**src/rtl/hazard_md_scheduler_if.sv**
```systemverilog
// Bundles the hazard/forwarding/MDU control signals between the pipeline datapath and hazard_md_scheduler.
interface hazard_md_scheduler_if;
    logic [4:0] d_rs;
    logic [4:0] d_rt;
    logic [1:0] d_tuse_rs;
    logic [1:0] d_tuse_rt;
    logic       d_is_md;
    logic [4:0] e_rs;
    logic [4:0] e_rt;
    logic [4:0] e_wa;
    logic [1:0] e_tnew;
    logic [4:0] m_wa;
    logic [1:0] m_tnew;
    logic [4:0] w_wa;
    logic       md_start;
    logic       md_is_div;
    logic       flush;
    logic       stall;
    logic [1:0] fwd_d_rs;
    logic [1:0] fwd_d_rt;
    logic [1:0] fwd_e_rs;
    logic [1:0] fwd_e_rt;
    logic       md_busy;
    logic       md_done;

    modport master (
        output d_rs, d_rt, d_tuse_rs, d_tuse_rt, d_is_md,
        output e_rs, e_rt, e_wa, e_tnew, m_wa, m_tnew, w_wa,
        output md_start, md_is_div, flush,
        input  stall, fwd_d_rs, fwd_d_rt, fwd_e_rs, fwd_e_rt, md_busy, md_done
    );

    modport slave (
        input  d_rs, d_rt, d_tuse_rs, d_tuse_rt, d_is_md,
        input  e_rs, e_rt, e_wa, e_tnew, m_wa, m_tnew, w_wa,
        input  md_start, md_is_div, flush,
        output stall, fwd_d_rs, fwd_d_rt, fwd_e_rs, fwd_e_rt, md_busy, md_done
    );
endinterface

```
**src/rtl/hazard_md_scheduler.sv**
```systemverilog
// Five-stage MIPS hazard unit: forwarding selects, RAW stall, and the mult/div busy sequencer.
module hazard_md_scheduler #(
    parameter int MULT_CYCLES = 5,
    parameter int DIV_CYCLES  = 10,
    parameter int CNT_W       = 4
) (
    input  logic                  clk,
    input  logic                  reset,
    hazard_md_scheduler_if.slave  bus
);

    localparam logic [1:0] IDLE = 2'd0;
    localparam logic [1:0] BUSY = 2'd1;
    localparam logic [1:0] DONE = 2'd2;

    localparam logic [CNT_W-1:0] MULT_LOAD = CNT_W'(MULT_CYCLES - 1);
    localparam logic [CNT_W-1:0] DIV_LOAD  = CNT_W'(DIV_CYCLES - 1);
    localparam logic [CNT_W-1:0] CNT_ONE   = CNT_W'(1);

    logic [1:0]       state;
    logic [CNT_W-1:0] count;
    logic             data_stall;
    logic             md_stall;

    // Register 0 is hardwired to zero, so it can never create a dependency.
    function automatic logic addr_hit(input logic [4:0] src, input logic [4:0] dst);
        return (src != 5'd0) && (src == dst);
    endfunction

    function automatic logic [1:0] sel_d(input logic [4:0] src, input logic [4:0] e_wa,
                                         input logic [1:0] e_tnew, input logic [4:0] m_wa,
                                         input logic [1:0] m_tnew);
        if (addr_hit(src, e_wa) && e_tnew == 2'd0)
            return 2'b01;
        else if (addr_hit(src, m_wa) && m_tnew == 2'd0)
            return 2'b10;
        else
            return 2'b00;
    endfunction

    function automatic logic [1:0] sel_e(input logic [4:0] src, input logic [4:0] m_wa,
                                         input logic [1:0] m_tnew, input logic [4:0] w_wa);
        if (addr_hit(src, m_wa) && m_tnew == 2'd0)
            return 2'b01;
        else if (addr_hit(src, w_wa))
            return 2'b10;
        else
            return 2'b00;
    endfunction

    always_comb begin
        bus.fwd_d_rs = sel_d(bus.d_rs, bus.e_wa, bus.e_tnew, bus.m_wa, bus.m_tnew);
        bus.fwd_d_rt = sel_d(bus.d_rt, bus.e_wa, bus.e_tnew, bus.m_wa, bus.m_tnew);
        bus.fwd_e_rs = sel_e(bus.e_rs, bus.m_wa, bus.m_tnew, bus.w_wa);
        bus.fwd_e_rt = sel_e(bus.e_rt, bus.m_wa, bus.m_tnew, bus.w_wa);
    end

    // A stall is needed only when the producer's result arrives later than the consumer needs it.
    always_comb begin
        data_stall = (addr_hit(bus.d_rs, bus.e_wa) && (bus.d_tuse_rs < bus.e_tnew))
                  || (addr_hit(bus.d_rs, bus.m_wa) && (bus.d_tuse_rs < bus.m_tnew))
                  || (addr_hit(bus.d_rt, bus.e_wa) && (bus.d_tuse_rt < bus.e_tnew))
                  || (addr_hit(bus.d_rt, bus.m_wa) && (bus.d_tuse_rt < bus.m_tnew));
        md_stall   = bus.d_is_md && (bus.md_start || (state == BUSY));
        bus.stall  = data_stall || md_stall;
    end

    // DONE accepts a new issue so back-to-back mult/div lose no cycle; BUSY always runs to completion.
    always_ff @(posedge clk or negedge reset) begin
        if (!reset) begin
            state <= IDLE;
            count <= '0;
        end else begin
            case (state)
                IDLE, DONE: begin
                    if (bus.md_start && !bus.flush) begin
                        state <= BUSY;
                        count <= bus.md_is_div ? DIV_LOAD : MULT_LOAD;
                    end else begin
                        state <= IDLE;
                    end
                end
                BUSY: begin
                    if (count == '0)
                        state <= DONE;
                    else
                        count <= count - CNT_ONE;
                end
                default: state <= IDLE;
            endcase
        end
    end

    assign bus.md_busy = (state == BUSY);
    assign bus.md_done = (state == DONE);

endmodule
```
**src/flat_wrapper.sv**
```systemverilog
// flat-port wrapper written by rule: the top's interface ports become plain ports
module hazard_md_scheduler_flat 
#(
    parameter int MULT_CYCLES = 5,
    parameter int DIV_CYCLES  = 10,
    parameter int CNT_W       = 4
)
  (clk, reset, bus_d_rs, bus_d_rt, bus_d_tuse_rs, bus_d_tuse_rt, bus_d_is_md, bus_e_rs, bus_e_rt, bus_e_wa, bus_e_tnew, bus_m_wa, bus_m_tnew, bus_w_wa, bus_md_start, bus_md_is_div, bus_flush, bus_stall, bus_fwd_d_rs, bus_fwd_d_rt, bus_fwd_e_rs, bus_fwd_e_rt, bus_md_busy, bus_md_done);
  hazard_md_scheduler_if bus_i ();
  input  logic clk;
  input  logic reset;
  input wire logic [$bits(bus_i.d_rs)-1:0] bus_d_rs;
  input wire logic [$bits(bus_i.d_rt)-1:0] bus_d_rt;
  input wire logic [$bits(bus_i.d_tuse_rs)-1:0] bus_d_tuse_rs;
  input wire logic [$bits(bus_i.d_tuse_rt)-1:0] bus_d_tuse_rt;
  input wire logic [$bits(bus_i.d_is_md)-1:0] bus_d_is_md;
  input wire logic [$bits(bus_i.e_rs)-1:0] bus_e_rs;
  input wire logic [$bits(bus_i.e_rt)-1:0] bus_e_rt;
  input wire logic [$bits(bus_i.e_wa)-1:0] bus_e_wa;
  input wire logic [$bits(bus_i.e_tnew)-1:0] bus_e_tnew;
  input wire logic [$bits(bus_i.m_wa)-1:0] bus_m_wa;
  input wire logic [$bits(bus_i.m_tnew)-1:0] bus_m_tnew;
  input wire logic [$bits(bus_i.w_wa)-1:0] bus_w_wa;
  input wire logic [$bits(bus_i.md_start)-1:0] bus_md_start;
  input wire logic [$bits(bus_i.md_is_div)-1:0] bus_md_is_div;
  input wire logic [$bits(bus_i.flush)-1:0] bus_flush;
  output wire logic [$bits(bus_i.stall)-1:0] bus_stall;
  output wire logic [$bits(bus_i.fwd_d_rs)-1:0] bus_fwd_d_rs;
  output wire logic [$bits(bus_i.fwd_d_rt)-1:0] bus_fwd_d_rt;
  output wire logic [$bits(bus_i.fwd_e_rs)-1:0] bus_fwd_e_rs;
  output wire logic [$bits(bus_i.fwd_e_rt)-1:0] bus_fwd_e_rt;
  output wire logic [$bits(bus_i.md_busy)-1:0] bus_md_busy;
  output wire logic [$bits(bus_i.md_done)-1:0] bus_md_done;
  assign bus_i.d_rs = bus_d_rs;
  assign bus_i.d_rt = bus_d_rt;
  assign bus_i.d_tuse_rs = bus_d_tuse_rs;
  assign bus_i.d_tuse_rt = bus_d_tuse_rt;
  assign bus_i.d_is_md = bus_d_is_md;
  assign bus_i.e_rs = bus_e_rs;
  assign bus_i.e_rt = bus_e_rt;
  assign bus_i.e_wa = bus_e_wa;
  assign bus_i.e_tnew = bus_e_tnew;
  assign bus_i.m_wa = bus_m_wa;
  assign bus_i.m_tnew = bus_m_tnew;
  assign bus_i.w_wa = bus_w_wa;
  assign bus_i.md_start = bus_md_start;
  assign bus_i.md_is_div = bus_md_is_div;
  assign bus_i.flush = bus_flush;
  assign bus_stall = bus_i.stall;
  assign bus_fwd_d_rs = bus_i.fwd_d_rs;
  assign bus_fwd_d_rt = bus_i.fwd_d_rt;
  assign bus_fwd_e_rs = bus_i.fwd_e_rs;
  assign bus_fwd_e_rt = bus_i.fwd_e_rt;
  assign bus_md_busy = bus_i.md_busy;
  assign bus_md_done = bus_i.md_done;
  hazard_md_scheduler #(.MULT_CYCLES(MULT_CYCLES), .DIV_CYCLES(DIV_CYCLES), .CNT_W(CNT_W)) u_core (.clk(clk), .reset(reset), .bus(bus_i));
endmodule
```
**config.mk**
```make
export PLATFORM = sky130hd
export DESIGN_NAME = hazard_md_scheduler_flat
export DESIGN_NICKNAME = d
export VERILOG_FILES = /design/src/rtl/hazard_md_scheduler_if.sv /design/src/rtl/hazard_md_scheduler.sv /design/src/flat_wrapper.sv
export SDC_FILE = /design/constraint.sdc
export NUM_CORES = 1
export LEC_CHECK = 0
export ABC_CLOCK_PERIOD_IN_PS = 1700
export BUFFER_PORTS_ARGS = -buffer_cell sky130_fd_sc_hd__buf_4
export CORE_MARGIN = 2
export CORE_UTILIZATION = 30
export DETAILED_ROUTE_END_ITERATION = 8
export PLACE_DENSITY = 0.67
export SLEW_MARGIN = 25
export SYNTH_ARGS = -nofsm -noshare
export SYNTH_HDL_FRONTEND = slang
export SYNTH_SLANG_ARGS = --single-unit
```
**constraint.sdc**
```tcl
create_clock -name clk -period 1.7 [get_ports clk]
set_clock_uncertainty 0.1 [all_clocks]
set_input_delay 0.255 -clock clk [delete_from_list [all_inputs] [get_ports clk]]
set_output_delay 0.255 -clock clk [all_outputs]
set_load 0.02 [all_outputs]
```
# [Yosys cells after proc, flatten, opt, wreduce, memory -nomap -nowiden]
# Cells that the tools add are included.
[classes] n_addsub=1 magnitude_cmp=4 n_eq_ne=13 muxes=15 n_reduce_logical=37
[ops] op="5-bit equality test" count=8
[ops] op="1-bit logical AND" count=20
[ops] op="5-bit nonzero test" count=4
[ops] op="2-bit 2-to-1 mux" count=9
[ops] op="4-bit 2-to-1 mux" count=3
[ops] op="2-bit < comparator" count=4
[ops] op="4-bit case mux with 2 select lines" count=1
[ops] op="2-bit zero test" count=3
[ops] op="1-bit logical OR" count=5
[ops] op="4-bit zero test" count=1
[ops] op="2-bit by 1-bit inequality test with 1-bit output (second input constant)" count=2
[ops] op="2-bit case mux with 2 select lines" count=1
[ops] op="4-bit by 1-bit subtractor with 4-bit output (second input constant)" count=1
[ops] op="3-bit AND reduction" count=1
[ops] op="2-bit by 1-bit equality test with 1-bit output (second input constant)" count=1
[ops] op="2-bit equality test (second input constant)" count=1
[ops] op="2-bit inequality test (second input constant)" count=1
[ops] op="2-bit nonzero test" count=1
[ops] op="2-bit OR reduction" count=1
[ops] op="1-bit zero test" count=1
[ops] op="1-bit 2-to-1 mux" count=1
[word_totals] register_bits=6 input_bits=49 output_inout_bits=11 word_cells=72

# [Depth between registers and ports, before layout]
[depth] depth_word=7 mapped_depth=6 ltp_nobuf=6

# [Worst setup path after synthesis]
# OpenSTA, ideal clock, no wires.
[synth_timing] path_kind="in2out" start="input port bus_e_tnew[1]" end="output port bus_fwd_d_rs[1]" arrival_ns=1.642 required_time_ns=1.345 setup_slack_ns=-0.297 cell_stages=3 n_path_buf=0 cell_sequence="or2_2 -> nor4bb_1 -> nor2_1"
[synth_via] elab_chain_cells=3
[synth_rtl] item="start, declared" line="flat_wrapper.sv:20" rtl="input wire logic [$bits(bus_i.e_tnew)-1:0] bus_e_tnew;"
[synth_rtl] item="2-bit zero test" line="hazard_md_scheduler.sv:33" rtl="if (addr_hit(src, e_wa) && e_tnew == 2'd0)"
[synth_rtl] item="1-bit logical AND" line="hazard_md_scheduler.sv:33"
[synth_rtl] item="2-bit 2-to-1 mux" line="hazard_md_scheduler.sv:33"
[synth_rtl] item="end, declared" line="flat_wrapper.sv:28" rtl="output wire logic [$bits(bus_i.fwd_d_rs)-1:0] bus_fwd_d_rs;"
# No other way between the ends.

# [Worst setup path after layout]
[layout_timing] start="input port bus_e_rt[2]" end="output port bus_fwd_e_rt[1]"
[layout_via] elab_chain_cells=4 elab_cells_between_ends=8 cone_classes="2 x eq/ne; 2 x mux; 4 x reduce/logical"
[layout_rtl] item="start, declared" line="flat_wrapper.sv:18" rtl="input wire logic [$bits(bus_i.e_rt)-1:0] bus_e_rt;"
[layout_rtl] item="5-bit equality test / 5-bit nonzero test (equally long branches)" line="hazard_md_scheduler.sv:27" rtl="return (src != 5'd0) && (src == dst);"
[layout_rtl] item="1-bit logical AND" line="hazard_md_scheduler.sv:27"
[layout_rtl] item="2-bit 2-to-1 mux / 1-bit logical AND (equally long branches)" line="hazard_md_scheduler.sv:45, hazard_md_scheduler.sv:43"
[layout_rtl] item="2-bit 2-to-1 mux *" line="hazard_md_scheduler.sv:43" rtl="if (addr_hit(src, m_wa) && m_tnew == 2'd0)"
[layout_rtl] item="end, declared" line="flat_wrapper.sv:31" rtl="output wire logic [$bits(bus_i.fwd_e_rt)-1:0] bus_fwd_e_rt;"
# Mark *: on every way between the ends. The rest lies on a longest branch, timed or not.

==> flow_summary.toml <==
[status]
outcome = "complete, but fails checks"
failed_checks = "setup timing"

[yosys]
netlist.area_leader.share = 0.266
synth_xor_xnor_area_share = 0.343
syn_nets = 181
ys_seq_area_frac = 0.147
synth_edf_count = 0
ys_types = 32
synth_compound_area_frac = 0.118
synth_area_leaders = "xor2_1, dfrtp_1, xnor2_1"
synth_top_area_cell = "xor2_1"
synthSimpleGateAreaFrac = 0.306
synth_area_mm2 = 0.00102
yosys_warnings = 0
synthMuxAreaShare = 0
synth_adder_area_share = 0.0612
synthFlopType = "dfrtp_1"
synth_cells = 127
ys_ff_latch = 6
synthArstFlopShare = 1.00
synth_top_family_by_area = "XOR/XNOR gates"
synth_area_per_cell_um2 = 8.05

[clock_tree]
tritoncts = "built"
insertion_delay_ns = 0.25
clk_pin_slew_ns = 0.04
cts_buffers = 3
clk_path_buf_depth = 2
h-tree-depth = 1
clk_root_buffer_cell = "clkbuf_4"
cts.sinks = 6

[final_layout]
num-fill-cells = 294
finalNonFillerCells = 267
num_antenna_cells = 0
finish.utilization = 0.615
num-nets-final = 277
fin_area_mm2 = 0.00203
area_delta_synth_final_pct = 99.0
layout-drive-gt1-share = 0.557

[power]
peakVddDrop_uv = 362
p_leak_nw = 0.956
p_per_area_mw_per_mm2 = 853

[critical_path]
criticalPathCategory = "in -> out"
cp-start-kind = "input port"
reg2reg_slack_ns = 0
arrival_ns = 1.48
worstPathMaxFanout = 2
required_ns = 1.34
crit_path_end_kind = "output pin"

[timing]
worstMarginPinSlew_ns = 0.408
grt_setup_unrepaired = "true"
setup_viol = 4
fmax_mhz = 546
fin_crit_ns = 1.83
final_hold_viol_count = 0
finalMaxSlewViolations = 0
worst_slack_ns = -0.131
slew-limit-headroom = 0.726
fin_crit_sh = 1.08

[min_path]
hold_class = "in -> reg"

[place]
io_buffers = 59
place_area_mm2 = 0.00175
place_hpwl_mm = 2.71
gp_congestion = 0.784
dp_cells = 255
pre_cts_ws_ns = -0.179

[floorplanning]
initial_core_util = 0.309
chipWidth_um = 62.4
rows = 21
core_mm2 = 0.00331
die_h_um = 62.4
fp.dieArea_mm2 = 0.00389
num_io_pins = 60

[drt]
firstDrtPassIters = 4
wl_per_cell_um = 13.3
wl_mm = 3.54
ant_nets = 0
drt_iter0_drc = 44
drc = 0
vias_per_cell = 4.80
via_count = 1282

[grt]
overflow = 0
grt_usage = 0.168
grt_pass1_vias = 1273
grt_max_degree = 7
grt_pass1_wl_mm = 5.42
grt_antenna_before_repair = 0

[job]
max-cap-violations = 0
==> power breakdown <==
| group | switching (W) | internal, W |
|---|---|---|
| clock network | 0.0000496 | 0.0000797 |
| registers | 0.0000827 | 0.000212 |
| logic | 0.000548 | 0.000762 |
==> worst max-delay path: stages <==
cell and delay (ns):
buf_4 0.09, or4_4 0.11, nor2_2 0.04, or4_4 0.54, nor4_4 0.28, buf_4 0.18
==> flip-flops by register name (all words and copies together), names as in the netlist <==
signal,flops
u_core.count,4
u_core.state,2
==> layout make-up <==
| cell class | count | area [um2] | area share |
|---|---|---|---|
| Multi-Input combinational cell | 114 | 1030 | 0.508 |
| Timing Repair Buffer | 91 | 742 | 0.365 |
| Inverter | 7 | 28.8 | 0.0141 |
| Clock buffer | 3 | 22.5 | 0.0111 |
| Tap cell | 46 | 57.6 | 0.0283 |
| Sequential cell | 6 | 150 | 0.0738 |
==> repair_timing <==
item                       CTS  global route
gates resized for setup     22            19
hold endpoints to repair     6             0
setup endpoints to repair    8             7
buffers inserted             4             6
hold buffers                 1             0
pin swaps                    7             6
==> cells in the mapped netlist (2+ instances only) <==
cell      instances
nand2_1           2
ha_1              5
nand4_1           6
xnor2_1           9
dfrtp_1           6
nor4_2            2
or4_1             4
nor2_1           10
o21a_1            2
o21bai_1          2
nand2b_1          6
o21ai_0           3
inv_1             7
xor2_1           31
nor3_1            6
nor4_1            4
nand3_1           3
nor2_2            2
a21oi_1           4
==> final timing paths <==
path,cells after the start,end,startpoint
max,6,bus_fwd_e_rt[1],bus_e_rt[2]
min,2,u_core.count[0],bus_md_is_div
max reg2reg,7,u_core.count[0],u_core.count[0]
min reg2reg,1,u_core.state[1],u_core.count[3]
max in group asynchronous,2,u_core.count[0],reset
min in group asynchronous,2,u_core.count[2],reset
==> kinds of logic (layout without fill, tap and decap cells) <==
kind of cell | Yosys count | count (layout)
fa+ha+maj | 5 | 5
xor+xnor | 40 | 40
compound gates | 17 | 17
buf+inv | 7 | 101
flops | 6 | 6
simple gates | 52 | 52
==> cells in the final DEF (no fill, tap or decap), types with 2 or more instances in the layout <==
cell type	synthesis	layout
nor4_4	0	4
nand2b_1	6	4
clkbuf_4	0	3
nor2_2	2	2
buf_4	0	75
or4_4	0	4
a21oi_1	4	4
nand2b_4	0	2
xor2_1	31	31
nor2_1	10	9
o21ai_0	3	3
nand3_1	3	3
o21a_1	2	2
inv_1	7	3
nand2_1	2	2
ha_1	5	4
nor3_1	6	5
buf_6	0	15
inv_2	0	3
xnor2_2	0	3
nand4_1	6	6
dfrtp_1	6	6
xnor2_1	9	6
==> metrics by stage <==
| step | power [W] | hold WS, ns | TNS, ns |
|---|---|---|---|
| floorplan | 0.000723 | -0.141 | 0 |
| finish | 0.00173 | 0.178 | -0.348 |
| global route | 0.00186 | 0.180 | -0.663 |
| CTS | 0.00141 | 0.175 | -0.305 |
| global placement | 0.00114 | -0.0344 | -0.839 |
| detailed placement | 0.00116 | -0.0331 | -0.888 |
==> per-layer routing <==
layer,wire (um),global-route usage
met1,1340,0.190
met3,304,0.0577
met5,0,0
met4,4,0.0333
met2,1890,0.306
(Power assumes the default switching activity.)
